## src/rtl/coin_acceptor.sv

```systemverilog
// rtl/coin_acceptor.sv - coin sensor synchroniser, debouncer and pulse-width classifier
// Classifies debounced coin pulses as 5 Rs / 10 Rs and strobes reject for bad, early, locked-out or jammed coins.
module coin_acceptor #(
  parameter int CNT_W   = 16,
  parameter int DB_LEN  = 4,
  parameter int T5_MIN  = 100,
  parameter int T5_MAX  = 199,
  parameter int T10_MIN = 200,
  parameter int T10_MAX = 399,
  parameter int JAM_LEN = 1000,
  parameter int GAP_LEN = 50
) (
  input  logic       clk,
  input  logic       rst_n,
  input  logic       coin_sense,
  input  logic       lockout,
  output logic [1:0] coin_code,
  output logic       coin_valid,
  output logic       reject,
  output logic       jam,
  output logic [7:0] coin_count
);

  typedef enum logic [2:0] {IDLE, MEASURE, CLASSIFY, GAP, JAM} state_t;

  localparam int DBW = $clog2(DB_LEN + 1);
  localparam logic [DBW-1:0]   DB_LAST = DBW'(DB_LEN - 1);
  localparam logic [CNT_W-1:0] W5_MIN  = CNT_W'(T5_MIN);
  localparam logic [CNT_W-1:0] W5_MAX  = CNT_W'(T5_MAX);
  localparam logic [CNT_W-1:0] W10_MIN = CNT_W'(T10_MIN);
  localparam logic [CNT_W-1:0] W10_MAX = CNT_W'(T10_MAX);
  localparam logic [CNT_W-1:0] W_JAM   = CNT_W'(JAM_LEN);
  localparam logic [CNT_W-1:0] W_GAP   = CNT_W'(GAP_LEN);

  logic           sync1, sync2, db;
  logic [DBW-1:0] db_cnt;

  state_t           state, nxt_state;
  logic [CNT_W-1:0] width, nxt_width, width_inc;
  logic [CNT_W-1:0] gap, nxt_gap, gap_inc;
  logic             early, nxt_early;
  logic [1:0]       nxt_code;
  logic             nxt_valid, nxt_reject, nxt_jam;

  // db flips only after DB_LEN consecutive synced samples disagree with it
  always_ff @(posedge clk or negedge rst_n) begin
    if (!rst_n) begin
      sync1  <= 1'b0;
      sync2  <= 1'b0;
      db     <= 1'b0;
      db_cnt <= '0;
    end else begin
      sync1 <= coin_sense;
      sync2 <= sync1;
      if (sync2 != db) begin
        if (db_cnt == DB_LAST) begin
          db     <= sync2;
          db_cnt <= '0;
        end else begin
          db_cnt <= db_cnt + 1'b1;
        end
      end else begin
        db_cnt <= '0;
      end
    end
  end

  assign width_inc = (width == '1) ? width : width + 1'b1;
  assign gap_inc   = (gap == '1) ? gap : gap + 1'b1;

  always_comb begin
    nxt_state  = state;
    nxt_width  = width;
    nxt_gap    = gap;
    nxt_early  = early;
    nxt_code   = 2'b00;
    nxt_valid  = 1'b0;
    nxt_reject = 1'b0;
    nxt_jam    = jam;
    case (state)
      IDLE: begin
        if (db) begin
          nxt_state = MEASURE;
          nxt_width = CNT_W'(1);
          nxt_early = 1'b0;
        end
      end
      MEASURE: begin
        if (db) begin
          nxt_width = width_inc;
          if (width_inc >= W_JAM) begin
            nxt_state  = JAM;
            nxt_reject = 1'b1;
            nxt_jam    = 1'b1;
            nxt_gap    = '0;
          end
        end else begin
          nxt_state = CLASSIFY;
        end
      end
      CLASSIFY: begin
        nxt_state = GAP;
        nxt_gap   = '0;
        if (early || lockout) begin
          nxt_reject = 1'b1;
        end else if (width >= W5_MIN && width <= W5_MAX) begin
          nxt_code  = 2'b01;
          nxt_valid = 1'b1;
        end else if (width >= W10_MIN && width <= W10_MAX) begin
          nxt_code  = 2'b10;
          nxt_valid = 1'b1;
        end else begin
          nxt_reject = 1'b1;
        end
      end
      GAP: begin
        if (db) begin
          nxt_state = MEASURE;
          nxt_width = CNT_W'(1);
          nxt_early = 1'b1;
        end else begin
          nxt_gap = gap_inc;
          if (gap_inc >= W_GAP) nxt_state = IDLE;
        end
      end
      JAM: begin
        if (db) begin
          nxt_gap = '0;
        end else begin
          nxt_gap = gap_inc;
          if (gap_inc >= W_GAP) begin
            nxt_state = IDLE;
            nxt_jam   = 1'b0;
          end
        end
      end
      default: nxt_state = IDLE;
    endcase
  end

  always_ff @(posedge clk or negedge rst_n) begin
    if (!rst_n) begin
      state      <= IDLE;
      width      <= '0;
      gap        <= '0;
      early      <= 1'b0;
      coin_code  <= 2'b00;
      coin_valid <= 1'b0;
      reject     <= 1'b0;
      jam        <= 1'b0;
      coin_count <= 8'd0;
    end else begin
      state      <= nxt_state;
      width      <= nxt_width;
      gap        <= nxt_gap;
      early      <= nxt_early;
      coin_code  <= nxt_code;
      coin_valid <= nxt_valid;
      reject     <= nxt_reject;
      jam        <= nxt_jam;
      if (nxt_valid) coin_count <= coin_count + 8'd1;
    end
  end

endmodule

```

## config.mk

```make
export PLATFORM = sky130hd
export DESIGN_NAME = coin_acceptor
export DESIGN_NICKNAME = d
export VERILOG_FILES = /design/src/rtl/coin_acceptor.sv
export SDC_FILE = /design/constraint.sdc
export NUM_CORES = 1
export LEC_CHECK = 0
export ABC_AREA = 1
export BUFFER_PORTS_ARGS = -buffer_cell sky130_fd_sc_hd__buf_2
export CAP_MARGIN = 20
export CORE_UTILIZATION = 67
export DETAILED_ROUTE_END_ITERATION = 7
export PLACE_DENSITY = 0.91
export SYNTH_ARGS = -nofsm -noshare
export SYNTH_HDL_FRONTEND = slang
export SYNTH_SLANG_ARGS = --single-unit
```

## constraint.sdc

```tcl
create_clock -name clk -period 5.15 [get_ports clk]
set_clock_uncertainty 0.2 [all_clocks]
set_input_delay 0 -clock clk [delete_from_list [all_inputs] [get_ports clk]]
set_output_delay 0 -clock clk [all_outputs]
set_load 0.05 [all_outputs]
```

## Yosys cells after proc, flatten, opt, wreduce, memory -nomap -nowiden

Index checks and enable logic that the tools add are counted.
W data, S select, Z words.

- Flip-flop bits (word level): 55
- Latch bits: 0
- Memory bits (writable): 0
- ROM bits: 0
- Input port bits: 4
- Output and inout port bits: 13
- Memories: 0

- Add/sub/neg operators: 4
- Multiply operators: 0
- Div/mod/pow operators: 0
- Order comparisons: 6
- Eq/ne operators: 17
- Shift-type cells: 0
- Muxes and demuxes: 41
- Bitwise gates (word level): 0
- Reduce and logical (&&, ||, !) cells: 15

Operators by type and width:

| kind | count |
|---|---|
| $mux W16 | 8 |
| $pmux W16 S4 | 1 |
| $add A16 B1 Y16 const B | 2 |
| $eq A16 B16 Y1 const B | 2 |
| $pmux W16 S2 | 1 |
| $mux W3 | 8 |
| $ge A16 B10 Y1 const B | 1 |
| $ge A16 B6 Y1 const B | 1 |
| $ge A16 B7 Y1 const B | 1 |
| $ge A16 B8 Y1 const B | 1 |
| $le A16 B8 Y1 const B | 1 |
| $le A16 B9 Y1 const B | 1 |
| $mux W1 | 15 |
| $pmux W3 S5 | 1 |
| $ne A2 B2 Y1 const B | 7 |
| $eq A3 B2 Y1 const B | 3 |
| $reduce_and A3 Y1 | 3 |
| $add A8 B1 Y8 const B | 1 |
| $mux W2 | 4 |
| $pmux W1 S2 | 3 |
| $reduce_bool A2 Y1 | 3 |
| $reduce_and A5 Y1 | 1 |
| $reduce_and A4 Y1 | 1 |
| $reduce_bool A4 Y1 | 1 |
| 11 further kinds | 12 |

## Longest topological paths before layout

- Depth after elaboration: 6
- Depth in mapped cells: 15
- Depth with buffers taken out: 14

## Worst setup path after synthesis

OpenSTA, ideal clock, no wires.

- Path type: reg2reg
- Start: register width[0]
- End: register gap[0]
- Library setup time: 123 ps
- Data arrival time: 1815 ps
- Data required time: 4827 ps
- Setup slack: 3011 ps
- Cell stages (with the launch flop): 15
- Path buffers: 1
- Clock period less this slack: 2139 ps
- Cell sequence: dfrtp_1 -> ha_1 -> nand3_1 -> inv_2 -> nand2_1 -> xor2_1 -> nand2_1 -> nand2_1 -> nor2_2 -> nand2_1 -> nand3_2 -> nand3_4 -> buf_8 -> nand2_1 -> o21ai_2

- Cells in the longest elaborated chain, start to end: 5
- Elaborated cells between the ends (all ways): 6

RTL lines:

| element | RTL line | text |
|---|---|---|
| from (decl) | 39 | `logic [CNT_W-1:0] width, nxt_width, width_inc;` |
| from (signal assigned) | 154 | `width <= nxt_width;` |
| $add A16 B1 Y16 / $eq A16 B16 Y1 (equally long branches) | 68 | `assign width_inc = (width == '1) ? width : width + 1'b1;` |
| $mux W16 (*) | 68 |  |
| $ge A16 B10 Y1 (*) | 91 | `if (width_inc >= W_JAM) begin` |
| $ne A2 B2 Y1 (no line) (*) | -- |  |
| $reduce_and A4 Y1 (no line) (*) | -- |  |
| to (signal assigned) | 155 | `gap <= nxt_gap;` |
| to (decl) | 40 | `logic [CNT_W-1:0] gap, nxt_gap, gap_inc;` |

Mark *: on every way between the ends. The rest lies on a longest branch, timed or not.
A chain may end at the register's enable or synchronous reset.

## Worst setup path after layout

- Start: register width[0]
- End: register gap[9]

The elaborated chain is that of the path after synthesis.

==> results.cfg <==
[outcome]
status = complete, no violations

[worst_setup_path]
r2r_start = width[0]
crit_path_frequent_cell = nand2_1
startpoint = width[0]
required_ns = 5.14
cp.arrival_ns = 2.77
crit_family = simple AND/OR/NAND/NOR gates
start_kind = flop
worst_path_largest_cell_delay_ns = 0.43
slowest_stage = dfrtp_1
path_max_fanout = 32
cp_cell_sequence = ha_1 > nand3_1 > inv_2 > nand4_4 > nand2_1 > nand2_1 > nor2_2 > nand2_1 > nand3_2 > nand3_4 > nand2_1 > o21ai_2
critPathBufInv = 1
end_kind = flop
crit_type = flop to flop

[global_routing]
grt_max_degree = 56
grt_first_pass_wirelength_um = 13250
grt_pass1_vias = 2870
antenna_found_initial = 0
grt_overflow = 0
grtUsageTotal_pct = 31.14

[floorplan]
io_pins = 17
start_util_pct = 69.87
dieArea_um2 = 5622
fp.dieH_um = 74.98
core_area_um2 = 5107
fp.dieW_um = 74.98
rows = 26

[place]
dp_cells = 581
portBuffers = 16
dp_hpwl_um = 5826
gp_congestion = 0.9627

[synth]
synth_async_sr_flop_share_pct = 100.0
synth_top_family_by_area = simple AND/OR/NAND/NOR gates
avgSynthCellArea_um2 = 7.108
yosys.area_share.adder_pct = 1.753
ys_seq_elements = 55
syn_inst = 502
synth_compound_area_share_pct = 9.607
synthMuxAreaShare_pct = 0
synth_xor_area_share_pct = 3.927
netlist-cell-type-count = 32
synth_ff_type = dfrtp_1
synth_simple_gate_area_share_pct = 38.29
syn_nets = 511
synth_warnings = 0
syn_area_um2 = 3568
synth_edf_count = 0
yosysSeqAreaShare_pct = 38.57

[sta]
hold_viol_final = 0
tightest_slew_ns = 1.027
timing.hold.ws_ns = 0.1259
slew_viol_final = 0
rsz0062_at_grt = no
slew_headroom_pct = 31.07
fmax_mhz = 360.2
setup_violations = 0
setup_tns_ns = 0
fin_crit_sh_pct = 53.91
fin_crit_ns = 2.776

[cts]
cts_made_buffers = 5
clockBufferDepth = 2
htree_levels = 2
clk_latency_ns = 0.32
cts_tree = built
clk_pin_slew_ns = 0.11
clock-sinks = 55
cts_root_buf = clkbuf_8
ctsResizeCount = 0

[layout]
drive_above_1_share_pct = 11.69
insertedDiodeCount = 0
layoutNonFillerInstCount = 592
syn_to_final_growth_pct = 6.802
layout.nets = 530

[route]
drt-initial-drc-count = 410
wl_per_cell_um = 14.06
drtPass1Iterations = 5
vias_per_cell = 5.736
vias = 3396
drcViolationCount = 0
antenna_left = 0
wl_um = 8323

[run]
cap_violations = 0

[power_and_ir_drop]
p_per_area_nw_per_um2 = 324.7
vdd_drop_max_v = 0.0002514
p_leak_nw = 1.933
power_mw = 1.237

[worst_hold_path]
hp-class = input port to async pin
[final timing paths]
path	to	slack, ns	cells past startpoint
max in group asynchronous	width[7]	4.13	3
max	gap[9]	2.37	12
min reg2reg	sync2	0.17	0
max reg2reg	gap[9]	2.37	12
min in group clk	sync1	0.15	2
min	width[15]	0.13	3
[metrics by stage]
stage	setup slack (ns)	utilization (%)	instance area, um2
floorplan	3.011	-	3568
global placement	2.568	72.15	3685
detailed placement	2.497	72.15	3685
CTS	2.413	74.62	3811
global route	2.173	74.62	3811
finish	2.374	74.62	3811
[flip-flops by register name, indices dropped and copies added, names as in the netlist]
register / cells
coin_code: 2
coin_count: 8
coin_valid: 1
db: 1
db_cnt: 3
early: 1
gap: 16
jam: 1
reject: 1
state: 3
sync1: 1
sync2: 1
width: 16
[metal layers]
layer | GRT usage, % | share of wire (%) | vias to the layer above
met5 | 0 | 0 | -
met4 | 8.386 | 1.5 | 0
met3 | 3.347 | 7.5 | 15
met2 | 51.95 | 49 | 166
met1 | 43.48 | 42 | 1574
li1 | - | - | 1641
[cells in the mapped netlist, types with 2 or more instances]
cell	n	share of area (%)
a21oi_1	6	0.84
buf_2	2	0.28
buf_6	2	0.63
clkbuf_1	3	0.32
dfrtp_1	55	39
ha_1	5	1.8
inv_1	58	6.1
nand2_1	164	17
nand2_2	2	0.35
nand3_1	39	5.5
nand3_2	5	1.4
nand3b_1	2	0.42
nand4_1	16	2.8
nor2_1	60	6.3
nor2_2	4	0.70
nor2_4	4	1.3
nor3_1	6	0.84
o21ai_0	21	2.9
o21ai_1	4	0.56
o21ai_2	16	3.9
o22ai_1	3	0.53
xnor2_1	5	1.2
xor2_1	11	2.7
[cells by family (layout without fill, tap and decap cells)]
group,count (synthesis),after routing
AND/OR/NAND/NOR,306,306
buffers and inverters,67,87
AO/OA/AOI/OAI,53,53
adder cells (fa/ha/maj),5,5
flip-flops,55,55
XOR/XNOR,16,16
[timing repair]
| action | in CTS | in global routing |
|---|---|---|
| setup buffers | 0 | 0 |
| hold endpoints to repair | 59 | 0 |
| hold buffers | 3 | 0 |
[placed cells by master, fill, tap and decap left out, drive strengths merged, types with 3 or more instances in the layout]
cell type,Yosys,final
a21oi,6,6
buf,5,17
clkbuf,3,5
dfrtp,55,55
dlygate4sd3,0,3
ha,5,5
inv,59,61
nand2,166,166
nand3,45,45
nand4,17,17
nor2,68,68
nor3,6,6
o21ai,41,41
o22ai,3,3
xnor2,5,5
xor2,11,11
[power by group]
part	switching [mW]	internal, mW	leakage [nW]
Combinational	0.333	0.116	1.14
Sequential	0.0521	0.478	0.742
Clock	0.157	0.101	0.0467
[final cells by class]
class / count / area (um2)
Fill cell: 394 / 1296
Multi-Input combinational cell: 380 / 1912
Inverter: 59 / 221.5
Clock inverter: 3 / 27.53
Timing Repair Buffer: 20 / 117.6
Clock buffer: 5 / 68.82
Tap cell: 70 / 87.58
Sequential cell: 55 / 1376
[worst reg2reg max path, cell delays in order, from the launching register on]
cell     delay (ns)
dfrtp_1        0.43
ha_1           0.28
nand3_1        0.20
inv_2          0.18
nand4_4        0.19
nand2_1        0.15
nand2_1        0.07
nor2_2         0.13
nand2_1        0.08
nand3_2        0.10
nand3_4        0.33
nand2_1        0.23
o21ai_2        0.07
No activity file was read; power rests on OpenSTA's default activity.
